--- config.mk ---
export PLATFORM = sky130hd
export DESIGN_NAME = dot_product_engine
export DESIGN_NICKNAME = d
export VERILOG_FILES = /design/src/rtl/dot_product_engine.sv
export SDC_FILE = /design/constraint.sdc
export NUM_CORES = 2
export LEC_CHECK = 0
export ABC_AREA = 1
export CAP_MARGIN = 20
export CORE_ASPECT_RATIO = 0.75
export CORE_MARGIN = 1
export CORE_UTILIZATION = 40
export DETAILED_ROUTE_END_ITERATION = 10
export GPL_ROUTABILITY_DRIVEN = 0
export PLACE_DENSITY = 0.65
export RECOVER_POWER = 25
export SLEW_MARGIN = 20
export SYNTH_ARGS = -nofsm -noshare
export SYNTH_HDL_FRONTEND = slang
export SYNTH_SLANG_ARGS = --single-unit
--- constraint.sdc ---
create_clock -name clk -period 7.8 [get_ports clk]
set_input_delay 0.78 -clock clk [delete_from_list [all_inputs] [get_ports clk]]
set_output_delay 0.78 -clock clk [all_outputs]
set_load 0.03 [all_outputs]
--- src/rtl/dot_product_engine.sv ---
// Dot-product engine: streams A[i], B[i] from data memory and accumulates sum(A[i]*B[i]).
// Latency: 3 cycles per element plus 1 (DONE); start accepted only in IDLE, no backpressure.
module dot_product_engine #(
    parameter int DATA_WIDTH = 32,
    parameter int ADDR_WIDTH = 32,
    parameter int LEN_WIDTH  = 8
) (
    input  logic                  clk,
    input  logic                  reset,
    input  logic                  start,
    input  logic [ADDR_WIDTH-1:0] base_a,
    input  logic [ADDR_WIDTH-1:0] base_b,
    input  logic [LEN_WIDTH-1:0]  length,
    output logic                  mem_rd,
    output logic [ADDR_WIDTH-1:0] mem_addr,
    input  logic [DATA_WIDTH-1:0] mem_rdata,
    output logic                  busy,
    output logic                  done,
    output logic [DATA_WIDTH-1:0] result,
    output logic                  overflow
);
    typedef enum logic [2:0] {IDLE, RD_A, RD_B, MAC, DONE} state_t;

    localparam logic [ADDR_WIDTH-1:0] WORD_BYTES = ADDR_WIDTH'(4);
    localparam logic [LEN_WIDTH-1:0]  ONE        = LEN_WIDTH'(1);

    state_t                  state;
    logic [ADDR_WIDTH-1:0]   ptr_a, ptr_b;
    logic [LEN_WIDTH-1:0]    cnt;
    logic [DATA_WIDTH-1:0]   opa;

    logic [ADDR_WIDTH-1:0]   base_a_al, base_b_al, ptr_a_nxt, ptr_b_nxt;
    logic [LEN_WIDTH-1:0]    cnt_nxt;
    logic [2*DATA_WIDTH-1:0] opa_x, rd_x, prod;
    logic [DATA_WIDTH-1:0]   prod_lo, sum;
    logic                    prod_ovf, add_ovf;

    assign base_a_al = {base_a[ADDR_WIDTH-1:2], 2'b00};
    assign base_b_al = {base_b[ADDR_WIDTH-1:2], 2'b00};
    assign ptr_a_nxt = ptr_a + WORD_BYTES;
    assign ptr_b_nxt = ptr_b + WORD_BYTES;
    assign cnt_nxt   = cnt - ONE;

    // Sign-extend to full width so the low 2*DATA_WIDTH bits of the product are the signed product.
    assign opa_x    = {{DATA_WIDTH{opa[DATA_WIDTH-1]}}, opa};
    assign rd_x     = {{DATA_WIDTH{mem_rdata[DATA_WIDTH-1]}}, mem_rdata};
    assign prod     = opa_x * rd_x;
    assign prod_lo  = prod[DATA_WIDTH-1:0];
    assign prod_ovf = (|prod[2*DATA_WIDTH-1:DATA_WIDTH-1]) & ~(&prod[2*DATA_WIDTH-1:DATA_WIDTH-1]);
    assign sum      = result + prod_lo;
    assign add_ovf  = (result[DATA_WIDTH-1] == prod_lo[DATA_WIDTH-1]) &&
                      (sum[DATA_WIDTH-1] != result[DATA_WIDTH-1]);

    always_ff @(posedge clk) begin
        if (reset) begin
            state    <= IDLE;
            ptr_a    <= '0;
            ptr_b    <= '0;
            cnt      <= '0;
            opa      <= '0;
            mem_rd   <= 1'b0;
            mem_addr <= '0;
            busy     <= 1'b0;
            done     <= 1'b0;
            result   <= '0;
            overflow <= 1'b0;
        end else begin
            case (state)
                IDLE: begin
                    if (start) begin
                        ptr_a    <= base_a_al;
                        ptr_b    <= base_b_al;
                        cnt      <= length;
                        result   <= '0;
                        overflow <= 1'b0;
                        busy     <= 1'b1;
                        if (length == '0) begin
                            state <= DONE;
                            done  <= 1'b1;
                        end else begin
                            state    <= RD_A;
                            mem_rd   <= 1'b1;
                            mem_addr <= base_a_al;
                        end
                    end
                end
                RD_A: begin
                    state    <= RD_B;
                    mem_rd   <= 1'b1;
                    mem_addr <= ptr_b;
                end
                RD_B: begin
                    opa      <= mem_rdata;
                    state    <= MAC;
                    mem_rd   <= 1'b0;
                    mem_addr <= '0;
                end
                MAC: begin
                    result   <= sum;
                    overflow <= overflow | prod_ovf | add_ovf;
                    ptr_a    <= ptr_a_nxt;
                    ptr_b    <= ptr_b_nxt;
                    cnt      <= cnt_nxt;
                    if (cnt_nxt == '0) begin
                        state <= DONE;
                        done  <= 1'b1;
                    end else begin
                        state    <= RD_A;
                        mem_rd   <= 1'b1;
                        mem_addr <= ptr_a_nxt;
                    end
                end
                DONE: begin
                    state <= IDLE;
                    done  <= 1'b0;
                    busy  <= 1'b0;
                end
                default: state <= IDLE;
            endcase
        end
    end
endmodule

[Word level (Yosys, flattened, before mapping)]
Index checks and enable logic that the tools add are counted.
Cells by class
  bitwise logic cells: 4
  equality and inequality tests: 11
  multiply operators: 1
  multiplexer cells: 28
  reductions and logical operators: 14
  add/sub/neg operators: 4
Operators by type and width (count)
  two-way mux 32 bit: 6
  case mux 32 bit (2 select lines): 3
  case mux 32 bit (4 select lines): 1
  adder 32 x 3 -> 32 bit, second input constant: 2
  multiplier 32 x 32 -> 64 bit: 1
  AND reduction 33 bit: 1
  OR reduction 33 bit: 1
  adder 32 bit: 1
  zero test 8 bit: 2
  case mux 8 bit (2 select lines): 1
  case mux 3 bit (4 select lines): 1
  != test 2 bit, second input constant: 5
  two-way mux 3 bit: 3
  two-way mux 1 bit: 8
  two-way mux 8 bit: 1
  AND reduction 4 bit: 2
  subtractor 8 x 1 -> 8 bit, second input constant: 1
  equality test 3 x 2 -> 1 bit, second input constant: 2
  case mux 1 bit (2 select lines): 2
  case mux 1 bit (4 select lines): 1
  AND reduction 2 bit: 2
  nonzero test 2 bit: 2
  nonzero test 4 bit: 1
  equality test 3 x 1 -> 1 bit, second input constant: 1
  10 further kinds: 11
Storage, ports and cells
  input port bits: 107
  flip-flop bits (word level): 175
  logic and storage cells: 73

[Depth between registers and ports, before layout]
  word-level depth: 7
  mapped depth: 41
  depth with buffers taken out: 39

[Worst setup path after synthesis]
OpenSTA, ideal clock, no wires.
  kind: input to register
  start point: input mem_rdata[2]
  end point: register overflow
  data arrival time: 7.932 ns
  setup slack: -0.241 ns
  stages on the path: 33
  setup time: 0.109 ns
  path through: clkbuf_1 > clkbuf_1 > nand2_1 > fa_1 > fa_1 > fa_1 > fa_1 > inv_1 > fa_1 > inv_1 > fa_1 > inv_1 > fa_1 > fa_1 > ha_1 > nand2_1 > nor2_1 > nand2_1 > nor2_1 > nand2_1 > nand3_2 > xor2_1 > ha_1 > a21oi_1 > o21ai_0 > a221oi_1 > o21ai_0 > a21oi_1 > nand2_1 > o21ai_0 > nand3_1 > nand2_1 > inv_1
On the way
  cells in the longest elaborated chain, start to end: 7
Ends and longest elaborated chain
  start: declaration: line 16  | input logic [DATA_WIDTH-1:0] mem_rdata,
  multiplier 32 x 32 -> 64 bit (*): line 47  | assign prod = opa_x * rd_x;
  parallel branches: the longest is 4 deep, another holds adder 32 bit
  bitwise OR 1 bit (*): line 100  | overflow <= overflow | prod_ovf | add_ovf;
  case mux 1 bit (2 select lines) (*): line 68  | case (state)
  end signal: assignment: line 100
  end: declaration: line 20  | output logic overflow
Mark *: on every way between the ends.
A chain may end at the register's enable or synchronous reset.

[Final worst setup path]
  start point: input mem_rdata[31]
  end point: register overflow
The elaborated chain is that of the path after synthesis.

==> results.toml <==
[placement]
place_worst_setup_slack_ns = -1.25
numPortBuffers = 170
hpwl_um = 132000

[sta]
fmax_mhz = 127
fin_skew_ns = 0.0170
postLayoutSetupSlackWorst_ns = -0.0929
timing.setup.tns_ns = -0.101
worst_slew_margin_rel_pct = -81.7
worst_hold_slack_ns = 0.468
max_slew.worst_pin.slew_ns = 2.73
layout_worst_path_cycle_share_pct = 101
maxSlewViolCount = 144
unrepaired_setup_endpoints_after_global_routing = "true"
minimum_clock_period_after_layout_ns = 7.89
final_hold_fails = 0
setup_violations = 2

[clock_network]
max-clock-path-buffers = 2
htree_num_levels = 4
cts_root_buffer = "clkbuf_16"
tritoncts_num_sinks = 170
clkSlewWorstSetupHoldPaths_ns = 0.08
cts_tree = "yes"
cts_inserted_buffers = 17
insertion_delay_ns = 0.52

[min_path]
timing.hold.worst.start = "mem_addr[6]"
worstHoldEndpoint = "mem_addr[6]"
worstHoldPathCells = 2
timing.hold.worst.class = "reg -> reg"

[yosys]
warning_count_from_the_yosys_run = 0
syn_inst = 6366
synth_ff_type = "dfxtp_1"
syn_area_sq_mm = 0.0483
synth.yosys.seq_area_share_pct = 7.04
post_synth_main_area_contributors = "fa_1 45%, nand2_1 15%, inv_1 12%, dfxtp_1 7.0%, ha_1 5.7%"
synth_top_area_share_pct = 44.8
synth.cells.most_frequent = "1,870 x nand2_1, 1,558 x inv_1, 1,083 x fa_1, 275 x clkbuf_1, 249 x nor2_1"
ys_async_sr_fraction_pct = 0
ys_seq_elements = 170
most_frequent_cell_after_synthesis = "nand2_1"
syn_avg_cell_area_sq_um = 7.59
synth_edf_count = 0
synth.lib_cells_used.distinct = 56
mappedNetlistNets = 7775
synthDominantAreaCellType = "fa_1"

[critical_path]
crit_top_cell = "nand2_1"
critPathLaunchType = "input pin"
rr_startpoint = "opa[31]"
critical_path.reg2reg.endpoint = "overflow"
cp-end-kind = "flop"
criticalPathCategory = "in -> reg"
biggest_fanout_along_the_worst_timing_path = 11
worstRegToRegCells = 36
worst-path-buf-inv = 11
ff2ff_setup_slack_ns = 0.02
cp_data_arrival_time_ns = 8.30
crit_path_top_delay_cell = "fa_1"
cp_top_family = "adder cells"
slowest_delay_ns = 0.56
critical_path_required_ns = 8.21

[global_routing]
grt_pass1_vias = 44900
grt_start_max_net_pins = 82
grt_pass1_wl_um = 254000
total_congestion_overflow_after_global_routing = 0
number_of_antenna_violations_at_the_first_check_in_global_routing = 1
track_usage_pct = 27.0

[drt]
routed-via-count = 44000
initialDrtViolationCount = 4156
drt_drc_violations_left = 0
route.final.wire_length_um = 164000
drt-vias-per-instance = 5.09
average_wire_per_cell_in_the_routed_design_um = 18.9
detail_route.first_pass.iterations = 6
postRouteAntennaNets = 0

[cells_and_area]
drive_gt1_share_pct = 20.4
finalCoreUtilization_pct = 51.1
layout-area-overhead-vs-synth_pct = 26.8
finalNetCount = 8421

[die]
floorplan.initialDensity_pct = 40.3
fp.dieArea_sq_mm = 0.122
fp.dieH_um = 303
coreArea_sq_mm = 0.120
row_count = 110
dieWidth_um = 403
num_io_pins = 175

[status]
run_status = "complete, but fails checks"
violations_in_the_final_reports = "max-capacitance violations, max-slew violations, negative setup slack"

[job]
max_cap_violations = 3
==> cell usage in the layout (no fill, tap or decap), drive strengths merged, types with 11 or more instances in the layout <==
master	instances
nand4	32
nand3	155
a31oi	21
fa	1083
xnor2	12
xor2	57
dfxtp	170
buf	757
ha	219
a221oi	29
nor2	288
or2	36
inv	1577
clkbuf	25
nand2	1885
a21oi	207
nor4	11
nor3	46
o21ai	175
clkdlybuf4s50	140
==> cell families (layout without fill, tap and decap cells) <==
logic type	after synthesis	count (layout)	share of synthesized area, %
XOR/XNOR	69	69	1.25
AO/OA/AOI/OAI	482	482	5.62
adder cells (fa/ha/maj)	1302	1302	50.5
other	0	2	0
flip-flops	170	170	7.04
buffers and inverters	1867	2526	14.5
AND/OR/NAND/NOR	2476	2476	21.0
==> routing by layer <==
layer | GRT usage, % | share of wire (%) | vias up | wire length, um
li1 | - | - | 19800 | -
met1 | 38.5 | 43 | 21900 | 70000
met2 | 41.5 | 44 | 2011 | 72600
met3 | 6.01 | 10 | 286 | 16800
met4 | 6.53 | 2.5 | 2 | 4080
met5 | 0.381 | 0.042 | - | 68
==> registers in the layout (all words and copies together) (netlist names) <==
name,count
busy,1
cnt,8
done,1
mem_addr,31
mem_rd,1
opa,32
overflow,1
ptr_a,30
ptr_b,30
result,32
state,3
==> worst max path at each step <==
stage               slack, ns  cells past startpoint          to           from
detailed placement      -1.25                     35    overflow   mem_rdata[5]
global placement        -1.21                     35    overflow   mem_rdata[5]
CTS                     -0.02                     34  result[31]   mem_rdata[6]
global route            -0.29                     34    overflow        opa[31]
finish                  -0.09                     38    overflow  mem_rdata[31]
floorplan               -0.03                     35    overflow   mem_rdata[7]
==> worst reg2reg max path: cells and delay by family (launching register included) <==
kind / cells / cell delay (ns)
AND/OR/NAND/NOR: 18 / 1.61
buffers and inverters: 9 / 1.12
flip-flops: 1 / 0.46
adder cells (fa/ha/maj): 9 / 4.46
==> stage by stage <==
| step | area (sq um) | cells |
|---|---|---|
| global placement | 56700 | 8508 |
| floorplan | 48500 | 6366 |
| CTS | 59400 | 8616 |
| detailed placement | 56700 | 8508 |
| global route | 61300 | 8649 |
| finish | 61300 | 8651 |
==> cell type report <==
class | instances | area [sq um]
antenna | 2 | 5.00
clock buffer | 17 | 425
clock inverter | 15 | 171
fill | 10900 | 58600
inverter | 1572 | 5920
multi-input combinational | 4329 | 40500
sequential | 170 | 3430
tap | 1624 | 2030
timing repair buffer | 922 | 8830
==> timing repair <==
| action | in CTS | in global routing |
|---|---|---|
| gates resized for setup | 366 | 448 |
| hold buffers | 0 | 0 |
| buffers inserted | 61 | 34 |
| pin swaps | 153 | 226 |
| endpoints found under the setup margin | 20 | 21 |
| gates cloned | 16 | 2 |
Power is not shown: default switching activity piles up to over one toggle a cycle in this logic, so the estimate is an artifact.
